`src/rtl/dmg_clk_gen_if.sv`:
```
// Control inputs and registered clock/strobe outputs of the DMG clock generator.
// master drives the oscillator/CPU controls, slave is the generator itself.
interface dmg_clk_gen_if #(
  parameter int DIV_WIDTH = 16
);
  logic                 osc_ena;
  logic                 clk_ena;
  logic                 osc_stable;
  logic                 test_1;
  logic                 n_test_reset;
  logic                 cpu_mreq;
  logic                 cpu_wr;
  logic [3:0]           t_phase;
  logic [1:0]           phase;
  logic                 m_clk;
  logic                 cpu_clk_ena;
  logic                 n_wr;
  logic                 n_rd;
  logic                 sys_reset;
  logic [DIV_WIDTH-1:0] div;

  modport master (
    output osc_ena, clk_ena, osc_stable, test_1, n_test_reset, cpu_mreq, cpu_wr,
    input  t_phase, phase, m_clk, cpu_clk_ena, n_wr, n_rd, sys_reset, div
  );

  modport slave (
    input  osc_ena, clk_ena, osc_stable, test_1, n_test_reset, cpu_mreq, cpu_wr,
    output t_phase, phase, m_clk, cpu_clk_ena, n_wr, n_rd, sys_reset, div
  );
endinterface

```
`src/rtl/dmg_clk_gen.sv`:
```
// DMG clock generator: T-state sequencer, M-clock, CPU enable, memory strobes, reset stretcher, divider.
// Every output is a flop (1-cycle latency); no backpressure, CPU is throttled by clk_ena park and osc_ena freeze.
module dmg_clk_gen #(
  parameter int RESET_HOLD = 16,
  parameter int DIV_WIDTH  = 16
) (
  input  logic          n_clk_in,
  input  logic          reset,
  dmg_clk_gen_if.slave  bus
);
  localparam int HOLD_W = $clog2(RESET_HOLD + 1);

  logic [1:0]           phase_q, phase_d;
  logic [3:0]           t_phase_q, t_phase_d;
  logic                 m_clk_q, m_clk_d;
  logic                 cpu_clk_ena_q, cpu_clk_ena_d;
  logic                 n_wr_q, n_wr_d;
  logic                 n_rd_q, n_rd_d;
  logic                 sys_reset_q, sys_reset_d;
  logic [DIV_WIDTH-1:0] div_q, div_d;
  logic [HOLD_W-1:0]    hold_cnt_q, hold_cnt_d;
  logic                 test_rst;

  always_comb begin
    phase_d       = phase_q;
    n_wr_d        = n_wr_q;
    n_rd_d        = n_rd_q;
    div_d         = div_q;
    hold_cnt_d    = hold_cnt_q;
    sys_reset_d   = sys_reset_q;
    test_rst      = bus.test_1 & ~bus.n_test_reset;

    // Stretcher: counts settled oscillator cycles, restarts whenever the pad goes unstable.
    if (bus.osc_ena && sys_reset_q) begin
      if (!bus.osc_stable) begin
        hold_cnt_d = '0;
      end else begin
        hold_cnt_d = hold_cnt_q + HOLD_W'(1);
        if (hold_cnt_d == HOLD_W'(RESET_HOLD)) begin
          sys_reset_d = 1'b0;
        end
      end
    end

    if (test_rst) begin
      phase_d = 2'd0;
      n_wr_d  = 1'b1;
      n_rd_d  = 1'b1;
      div_d   = '0;
    end else if (bus.osc_ena && !sys_reset_q) begin
      div_d = div_q + DIV_WIDTH'(1);
      // A started M-cycle always runs to T3; clk_ena only decides whether T0 is left.
      unique case (phase_q)
        2'd0: phase_d = bus.clk_ena ? 2'd1 : 2'd0;
        2'd1: begin
          phase_d = 2'd2;
          n_wr_d  = ~(bus.cpu_mreq & bus.cpu_wr);
          n_rd_d  = ~(bus.cpu_mreq & ~bus.cpu_wr);
        end
        2'd2: phase_d = 2'd3;
        default: begin
          phase_d = 2'd0;
          n_wr_d  = 1'b1;
          n_rd_d  = 1'b1;
        end
      endcase
    end

    t_phase_d     = 4'b0001 << phase_d;
    m_clk_d       = ~phase_d[1];
    cpu_clk_ena_d = bus.osc_ena & bus.clk_ena & ~sys_reset_d;
  end

  always_ff @(posedge n_clk_in) begin
    if (reset) begin
      phase_q       <= 2'd0;
      t_phase_q     <= 4'b0001;
      m_clk_q       <= 1'b1;
      cpu_clk_ena_q <= 1'b0;
      n_wr_q        <= 1'b1;
      n_rd_q        <= 1'b1;
      sys_reset_q   <= 1'b1;
      div_q         <= '0;
      hold_cnt_q    <= '0;
    end else begin
      phase_q       <= phase_d;
      t_phase_q     <= t_phase_d;
      m_clk_q       <= m_clk_d;
      cpu_clk_ena_q <= cpu_clk_ena_d;
      n_wr_q        <= n_wr_d;
      n_rd_q        <= n_rd_d;
      sys_reset_q   <= sys_reset_d;
      div_q         <= div_d;
      hold_cnt_q    <= hold_cnt_d;
    end
  end

  assign bus.phase       = phase_q;
  assign bus.t_phase     = t_phase_q;
  assign bus.m_clk       = m_clk_q;
  assign bus.cpu_clk_ena = cpu_clk_ena_q;
  assign bus.n_wr        = n_wr_q;
  assign bus.n_rd        = n_rd_q;
  assign bus.sys_reset   = sys_reset_q;
  assign bus.div         = div_q;
endmodule

```
`src/flat_wrapper.sv`:
```
// flat-port wrapper written by rule: the top's interface ports become plain ports
module dmg_clk_gen_flat 
#(
  parameter int RESET_HOLD = 16,
  parameter int DIV_WIDTH  = 16
)
  (n_clk_in, reset, bus_osc_ena, bus_clk_ena, bus_osc_stable, bus_test_1, bus_n_test_reset, bus_cpu_mreq, bus_cpu_wr, bus_t_phase, bus_phase, bus_m_clk, bus_cpu_clk_ena, bus_n_wr, bus_n_rd, bus_sys_reset, bus_div);
  dmg_clk_gen_if #(.DIV_WIDTH(DIV_WIDTH)) bus_i ();
  input  logic n_clk_in;
  input  logic reset;
  input wire logic [$bits(bus_i.osc_ena)-1:0] bus_osc_ena;
  input wire logic [$bits(bus_i.clk_ena)-1:0] bus_clk_ena;
  input wire logic [$bits(bus_i.osc_stable)-1:0] bus_osc_stable;
  input wire logic [$bits(bus_i.test_1)-1:0] bus_test_1;
  input wire logic [$bits(bus_i.n_test_reset)-1:0] bus_n_test_reset;
  input wire logic [$bits(bus_i.cpu_mreq)-1:0] bus_cpu_mreq;
  input wire logic [$bits(bus_i.cpu_wr)-1:0] bus_cpu_wr;
  output wire logic [$bits(bus_i.t_phase)-1:0] bus_t_phase;
  output wire logic [$bits(bus_i.phase)-1:0] bus_phase;
  output wire logic [$bits(bus_i.m_clk)-1:0] bus_m_clk;
  output wire logic [$bits(bus_i.cpu_clk_ena)-1:0] bus_cpu_clk_ena;
  output wire logic [$bits(bus_i.n_wr)-1:0] bus_n_wr;
  output wire logic [$bits(bus_i.n_rd)-1:0] bus_n_rd;
  output wire logic [$bits(bus_i.sys_reset)-1:0] bus_sys_reset;
  output wire logic [$bits(bus_i.div)-1:0] bus_div;
  assign bus_i.osc_ena = bus_osc_ena;
  assign bus_i.clk_ena = bus_clk_ena;
  assign bus_i.osc_stable = bus_osc_stable;
  assign bus_i.test_1 = bus_test_1;
  assign bus_i.n_test_reset = bus_n_test_reset;
  assign bus_i.cpu_mreq = bus_cpu_mreq;
  assign bus_i.cpu_wr = bus_cpu_wr;
  assign bus_t_phase = bus_i.t_phase;
  assign bus_phase = bus_i.phase;
  assign bus_m_clk = bus_i.m_clk;
  assign bus_cpu_clk_ena = bus_i.cpu_clk_ena;
  assign bus_n_wr = bus_i.n_wr;
  assign bus_n_rd = bus_i.n_rd;
  assign bus_sys_reset = bus_i.sys_reset;
  assign bus_div = bus_i.div;
  dmg_clk_gen #(.RESET_HOLD(RESET_HOLD), .DIV_WIDTH(DIV_WIDTH)) u_core (.n_clk_in(n_clk_in), .reset(reset), .bus(bus_i));
endmodule
```
`config.mk`:
```
export PLATFORM = sky130hd
export DESIGN_NAME = dmg_clk_gen_flat
export DESIGN_NICKNAME = d
export VERILOG_FILES = /design/src/rtl/dmg_clk_gen_if.sv /design/src/rtl/dmg_clk_gen.sv /design/src/flat_wrapper.sv
export SDC_FILE = /design/constraint.sdc
export NUM_CORES = 1
export LEC_CHECK = 0
export ABC_AREA = 0
export BUFFER_PORTS_ARGS = -buffer_cell sky130_fd_sc_hd__buf_4
export CORE_ASPECT_RATIO = 1.1
export CORE_MARGIN = 1
export CORE_UTILIZATION = 45
export CTS_CLUSTER_SIZE = 40
export DETAILED_ROUTE_END_ITERATION = 8
export PLACE_DENSITY_LB_ADDON = 0.1
export SYNTH_ARGS = -nofsm -noshare
export SYNTH_HDL_FRONTEND = slang
export SYNTH_SLANG_ARGS = --single-unit
```
`constraint.sdc`:
```
create_clock -name n_clk_in -period 3.95 [get_ports n_clk_in]
set_input_delay 0.5925 -clock n_clk_in [delete_from_list [all_inputs] [get_ports n_clk_in]]
set_output_delay 0.5925 -clock n_clk_in [all_outputs]
set_load 0.02 [all_outputs]
```
==> results by group, run 1 <==
Status
  – Status: finished, final reports clean

Die
  – Starting Density: 0.471
  – Die X: around 56 microns
  – Core ar.: 3050 sq um
  – Row count: 21
  – Die ar.: between 3000 and 4000 sq um
  – Die Ht: just over 60 microns
  – Top Ports: 36

Logic synthesis
  – Main combinational cell family by area after synthesis: simple AND/OR/NAND/NOR gates
  – Synthesized instance count: about 160
  – Yosys cell types: 37
  – Post-synthesis mux area share: 0.00697
  – Seq/Total Area, Yosys: 0.446
  – Mean post-synth cell area: roughly 9.1 sq um
  – Async set-reset flop share out of synthesis: 0
  – Seq cells post-synth: 32
  – Syn. warnings: 0
  – Simple-gate share of the synthesized area: 0.300
  – EDFF count, synth: 0
  – Ys flop type: dfxtp_1
  – Post-synthesis xor/xnor area fraction: 0.0732
  – Synthesized area: 1440 sq um
  – Compound-Gate Fraction of Synth Area: 0.0958
  – Post-Synth Adder-Cell Area: 0.0436
  – Net Count, Synth: approximately 170

Critical path
  – Crit. Startpoint: u_core.bus.div[6]
  – Crit path depth: 1
  – Worst R2R Path Depth: 5
  – CP peak stage delay: approximately 520 ps
  – Reg2Reg Setup Slack: around 2300 ps
  – Reg2reg start: u_core.bus.div[0]
  – Startpoint types: flip-flop
  – Crit-path leading delay family: flip-flops
  – Reg-to-reg critical path endpoint: u_core.bus.div[14]
  – Endpoint type of the worst setup path: output port
  – CP arrival: 1060 ps
  – Critical path data required time: around 3400 ps
  – Crit path kind: reg2out
  – Largest fanout on the critical path: 7
  – Slowest-stage cell, CP: dfxtp_1
  – Buf+Inv Stages, Crit Path: 1
  – Crit path cell chain: buf_4
  – Setup crit end: bus_div[6]

Route
  – Via density: approximately 5.3
  – DRT iter0 DRCs: 24
  – Via count: 1215
  – Antenna viol nets, final: 0
  – Residual DRC count: 0
  – Final WL: 2.79 mm
  – Initial DRT Pass Iterations: 4
  – Per-cell routed wire length: between 10 and 15 microns

GRT
  – All-Layer GR Usage: 0.178
  – Total congestion overflow: 0
  – First-pass GRT wire length: about 4.7 mm
  – Vias in the first global route: 1124
  – Pin count of the biggest net entering global routing: 16
  – Initial antenna violation count: 0

Clocking
  – Clock sinks: 32
  – Cts hold-fix bufs: 0
  – Clock Tree Buf Depth: 2
  – Post-CTS Setup Inserts: 0
  – TritonCTS buffer count: 5
  – TritonCTS clock tree: built
  – H-tree Lvls: 2
  – Root buffer cell: clkbuf_4
  – Clk_lat worst skew: around 330 ps
  – CTS resizes: 0
  – Worst-path clk slew: roughly 100 ps

Worst hold path
  – Hold/Removal Path Class: reg2reg
  – Hold wc startpoint: u_core.hold_cnt_q[1]

Run
  – Max capacitance violation total: 0

Timing
  – Max Transition Viols Final: 0
  – Hold Fails Final Rpt: 0
  – Period utilization: 0.419
  – Setup TNS: 0 ps
  – Fin crit period: ~1700 ps
  – Setup violators final: 0
  – Slew margin rel.: 0.649
  – Highest clock rate: a little over 600 MHz
  – Slew @ Worst Pin: 527 ps
  – Clock Skews: 11.5 ps
  – RSZ-0062 raised after global routing: no

Cells and area
  – Layout cells sized above 1: 0.242
  – Fin cells: around 230
  – Synth-to-layout area growth: 22.0%
  – Final Core Density: 0.575
  – Area of the multi-input gates: 746 sq um
  – Sequential cell area: about 640 sq um
  – Filler cells: 287
  – NumNets Final: 208
  – Antenna diodes: 0

Power and ir drop
  – Peak VDD IR: about 0.00024 V
  – P_leak: 0.766 nW
  – Pwr Density: slightly below 300 nW/um^2

Placement
  – PortBufs: 35
  – Placer Congestion: between 0.7 and 0.8
  – Post-DP HPWL: approximately 2.1 mm
  – Cells after DPL: 221
[layout by cell type, fill, tap and decap left out, types with 5 or more instances in the layout]
master	instances
buf_4	35
dfxtp_1	32
nor2_1	20
a21oi_1	12
nand2_1	11
o21ai_0	9
xor2_1	8
nand3_1	6
nand4_1	5
ha_1	5
clkbuf_4	5
[power breakdown]
| group | switching (mW) | leakage [nW] | internal, mW |
|---|---|---|---|
| clock | 0.100 | 0.0281 | 0.0654 |
| sequential | 0.000907 | 0.258 | 0.323 |
| combinational | 0.0121 | 0.480 | 0.00947 |
[per-layer routing]
metal,track usage,vias to the layer above,routed length [microns]
li1,-,625,-
met1,0.197,564,1220
met2,0.322,21,1410
met3,0.0504,5,110
met4,0.0906,0,55
met5,0,-,0
[state kept, by name (all words and copies together), names as in the netlist]
register                count
u_core.bus.n_wr             1
u_core.bus.n_rd             1
u_core.bus.div             16
u_core.bus.cpu_clk_ena      1
u_core.bus.t_phase          4
u_core.bus.phase            2
u_core.hold_cnt_q           5
u_core.bus.sys_reset        1
u_core.bus.m_clk            1
[area by class of cell]
class / instances / share of cell area
Tap cell: 34 / 0.0243
Sequential cell: 32 / 0.365
Inverter: 4 / 0.00857
Clock inverter: 1 / 0.00286
Clock buffer: 6 / 0.0236
Multi-Input combinational cell: 116 / 0.425
Timing Repair Buffer: 35 / 0.150
[synthesized netlist by cell type (all sizes together), types with 2 or more instances]
cell type  count  share of area
buf            3          0.017
xnor2          4          0.024
nand3b         3          0.016
or3            4          0.017
and4           3          0.018
nor2          20          0.052
inv            4          0.010
a21oi         12          0.042
nand3          6          0.021
dfxtp         32           0.45
ha             5          0.044
o21ai          9          0.031
and3           2         0.0087
clkbuf         3         0.0078
nor2b          3          0.018
and4b          3          0.021
nand2         11          0.029
xor2           8          0.049
nand4          7          0.045
nor3           5          0.021
[stage by stage]
step | total power, mW | hold WS [ps] | setup slack, ps | area, sq um
after floorplan | 0.344 | 462 | 2270 | 1440
after global placement | 0.353 | 480 | 2030 | 1710
after detailed placement | 0.353 | 489 | 1990 | 1710
after CTS | 0.517 | 499 | 2280 | 1750
after global routing | 0.531 | 508 | 2200 | 1750
final | 0.511 | 495 | 2300 | 1750
[kinds of logic after synthesis]
kind of cell,after synthesis
AOI/OAI and AO/OA,25
xor gates and xnor gates,12
adders and majority gates,5
buffers and inverters,10
DFF,32
muxes,1
and+or+nand+nor,73
[worst min path at each step]
stage	slack, ps	cells past startpoint	end
2_1_floorplan	460	2	u_core.hold_cnt_q[1]
3_3_place_gp	480	2	u_core.bus.div[1]
3_5_place_dp	490	2	u_core.hold_cnt_q[1]
4_1_cts	500	2	u_core.bus.sys_reset
5_1_grt	510	2	u_core.bus.sys_reset
6_report	490	2	u_core.hold_cnt_q[1]
Note: power is estimated with default switching activity, not from simulation.
==> run 2, diff against run 1 <==
Clock period 3.95 ns to 1.51 ns, I/O delays scaled along.
==> run 2 against run 1 <==
Net effect: register-to-register slack lost 2200 ps; highest routed layer unchanged; hold slack lost 370 ps; largest cell class unchanged; design area grew 8.4%.
==> results by group, run 2 (same netlist as run 1, synthesis figures left out) <==
Cells and area
  – Antenna diodes: 0
  – Final Core Density: 0.623
  – Fin cells: approximately 250
  – Synth-to-layout area growth: 32.2%
  – Most frequent cells in the layout: buf_4 (51), dfxtp_1 (28), nor2_1 (20)
  – NumNets Final: approximately 220
  – Max reg flops: 16
  – Layout cells sized above 1: 0.346
  – Commonest non-fill, non-tap cell in the layout: buf_4

Power and ir drop
  – Share of total power in the clock network: 0.360
  – Switching power: 0.324 mW
  – Peak VDD IR: about 0.00063 V
  – Power Internal: around 1.1 mW
  – Combinational Power Share: 0.043
  – P_leak: between 0.8 and 0.9 nW
  – Total power: approximately 1.4 mW
  – Flop pwr share: 0.597
  – Pwr Density: between 700 and 800 nW/um^2
  – Switching portion of total power: 0.228

Timing
  – Setup TNS: 0 ps
  – Highest clock rate: approximately 700 MHz
  – Slew margin rel.: 0.782
  – Period utilization: 0.942
  – Max Transition Viols Final: 0
  – RSZ-0062 raised after global routing: no
  – Setup violators final: 0
  – Hold Fails Final Rpt: 0
  – Clock Skews: a little over 8 ps
  – Slew @ Worst Pin: around 330 ps
  – Fin crit period: roughly 1400 ps

Route
  – Residual DRC count: 0
  – Per-cell routed wire length: between 10 and 15 microns
  – Antenna viol nets, final: 0
  – Final WL: 3.01 mm
  – Via density: about 5
  – DRT iter0 DRCs: 29
  – Initial DRT Pass Iterations: 4
  – Via count: ~1300

Clocking
  – TritonCTS buffer count: 5
  – TritonCTS clock tree: built
  – Worst-path clk slew: ~100 ps
  – H-tree Lvls: 2
  – Root buffer cell: clkbuf_4
  – Clock Tree Buf Depth: 2
  – Clock sinks: 32
  – Clk_lat worst skew: around 340 ps

Critical path
  – CP arrival: 1700 ps
  – Worst R2R Path Depth: 4
  – Endpoint type of the worst setup path: flip-flop
  – Largest fanout on the critical path: 5
  – Critical path data required time: between 1500 and 2000 ps
  – Crit path kind: reg2reg
  – Startpoint types: flip-flop

Die
  – Starting Density: 0.471
  – Core ar.: 3050 sq um
  – Die ar.: 3420 sq um
  – Row count: 21
  – Die X: ~56 microns
  – Top Ports: 36
  – Die Ht: between 60 and 70 microns

GRT
  – Initial antenna violation count: 0
  – Total congestion overflow: 0
  – Pin count of the biggest net entering global routing: 15
  – Vias in the first global route: around 1100
  – First-pass GRT wire length: between 4 and 5 mm
  – All-Layer GR Usage: 0.188

Placement
  – Post-DP HPWL: approximately 2.3 mm
  – Cells after DPL: 235
  – PortBufs: 35
  – Placer Congestion: roughly 0.8

Worst hold path
  – Hold path depth: 2
  – Hold/Removal Path Class: in2reg

Status
  – Status: finished, final reports clean

Run
  – Max capacitance violation total: 0
[run 2: final cells by class]
| class | instances | area [sq um] |
|---|---|---|
| flip-flops and latches | 32 | 646 |
| repair buffers | 51 | 383 |
| clock inverters | 2 | 10.0 |
| multi-input cells | 116 | 752 |
| clock buffers | 6 | 51.3 |
| fillers | 264 | 1150 |
| inverters | 4 | 15.0 |
| well taps | 34 | 42.5 |
[run 2: routing by layer]
metal	vias to the layer above	GRT usage	share of wire	wire length [microns]
li1	656	-	-	-
met1	573	0.203	0.42	1280
met2	26	0.341	0.51	1540
met3	7	0.0630	0.047	141
met4	0	0.0906	0.019	56
met5	-	0	0	0
[run 2: worst max-delay path, stage by stage (launching register included)]
cell and delay, ps:
dfxtp_1 350, and4b_2 360, nand4_4 130, or3_1 380
a21oi_1 140
[run 2: metrics by stage]
stage	hold WS (ps)	instance area (sq um)	setup slack, ps
floorplan	360	1440	1.57
global placement	467	1820	68.8
detailed placement	473	1820	16.3
CTS	112	1880	13.7
global route	129	1900	9.39
finish	127	1900	88.0
[run 2: path summary, 6_finish.rpt]
check,startpoint,to,slack [ps]
setup / recovery,u_core.bus.sys_reset,u_core.bus.div[15],90
hold / removal,bus_osc_ena,u_core.bus.sys_reset,130
setup reg to reg,u_core.bus.sys_reset,u_core.bus.div[15],90
hold reg to reg,u_core.hold_cnt_q[1],u_core.hold_cnt_q[1],500
[run 2: what timing repair did]
item	in CTS	in global routing
endpoints found under the hold margin	0	0
buffers inserted	0	2
gates resized for setup	1	6
hold buffers	0	0
setup endpoints to repair	1	6
cloned	0	0
[run 2: power by group through the flow]
| stage | clock network [mW] | logic, mW | registers (mW) |
|---|---|---|---|
| after global placement | 0 | 0.0603 | 0.867 |
| after CTS | 0.533 | 0.0622 | 0.848 |
| after floorplan | 0 | 0.0323 | 0.867 |
| after global routing | 0.574 | 0.0689 | 0.848 |
| final | 0.511 | 0.0615 | 0.848 |
| after detailed placement | 0 | 0.0621 | 0.867 |
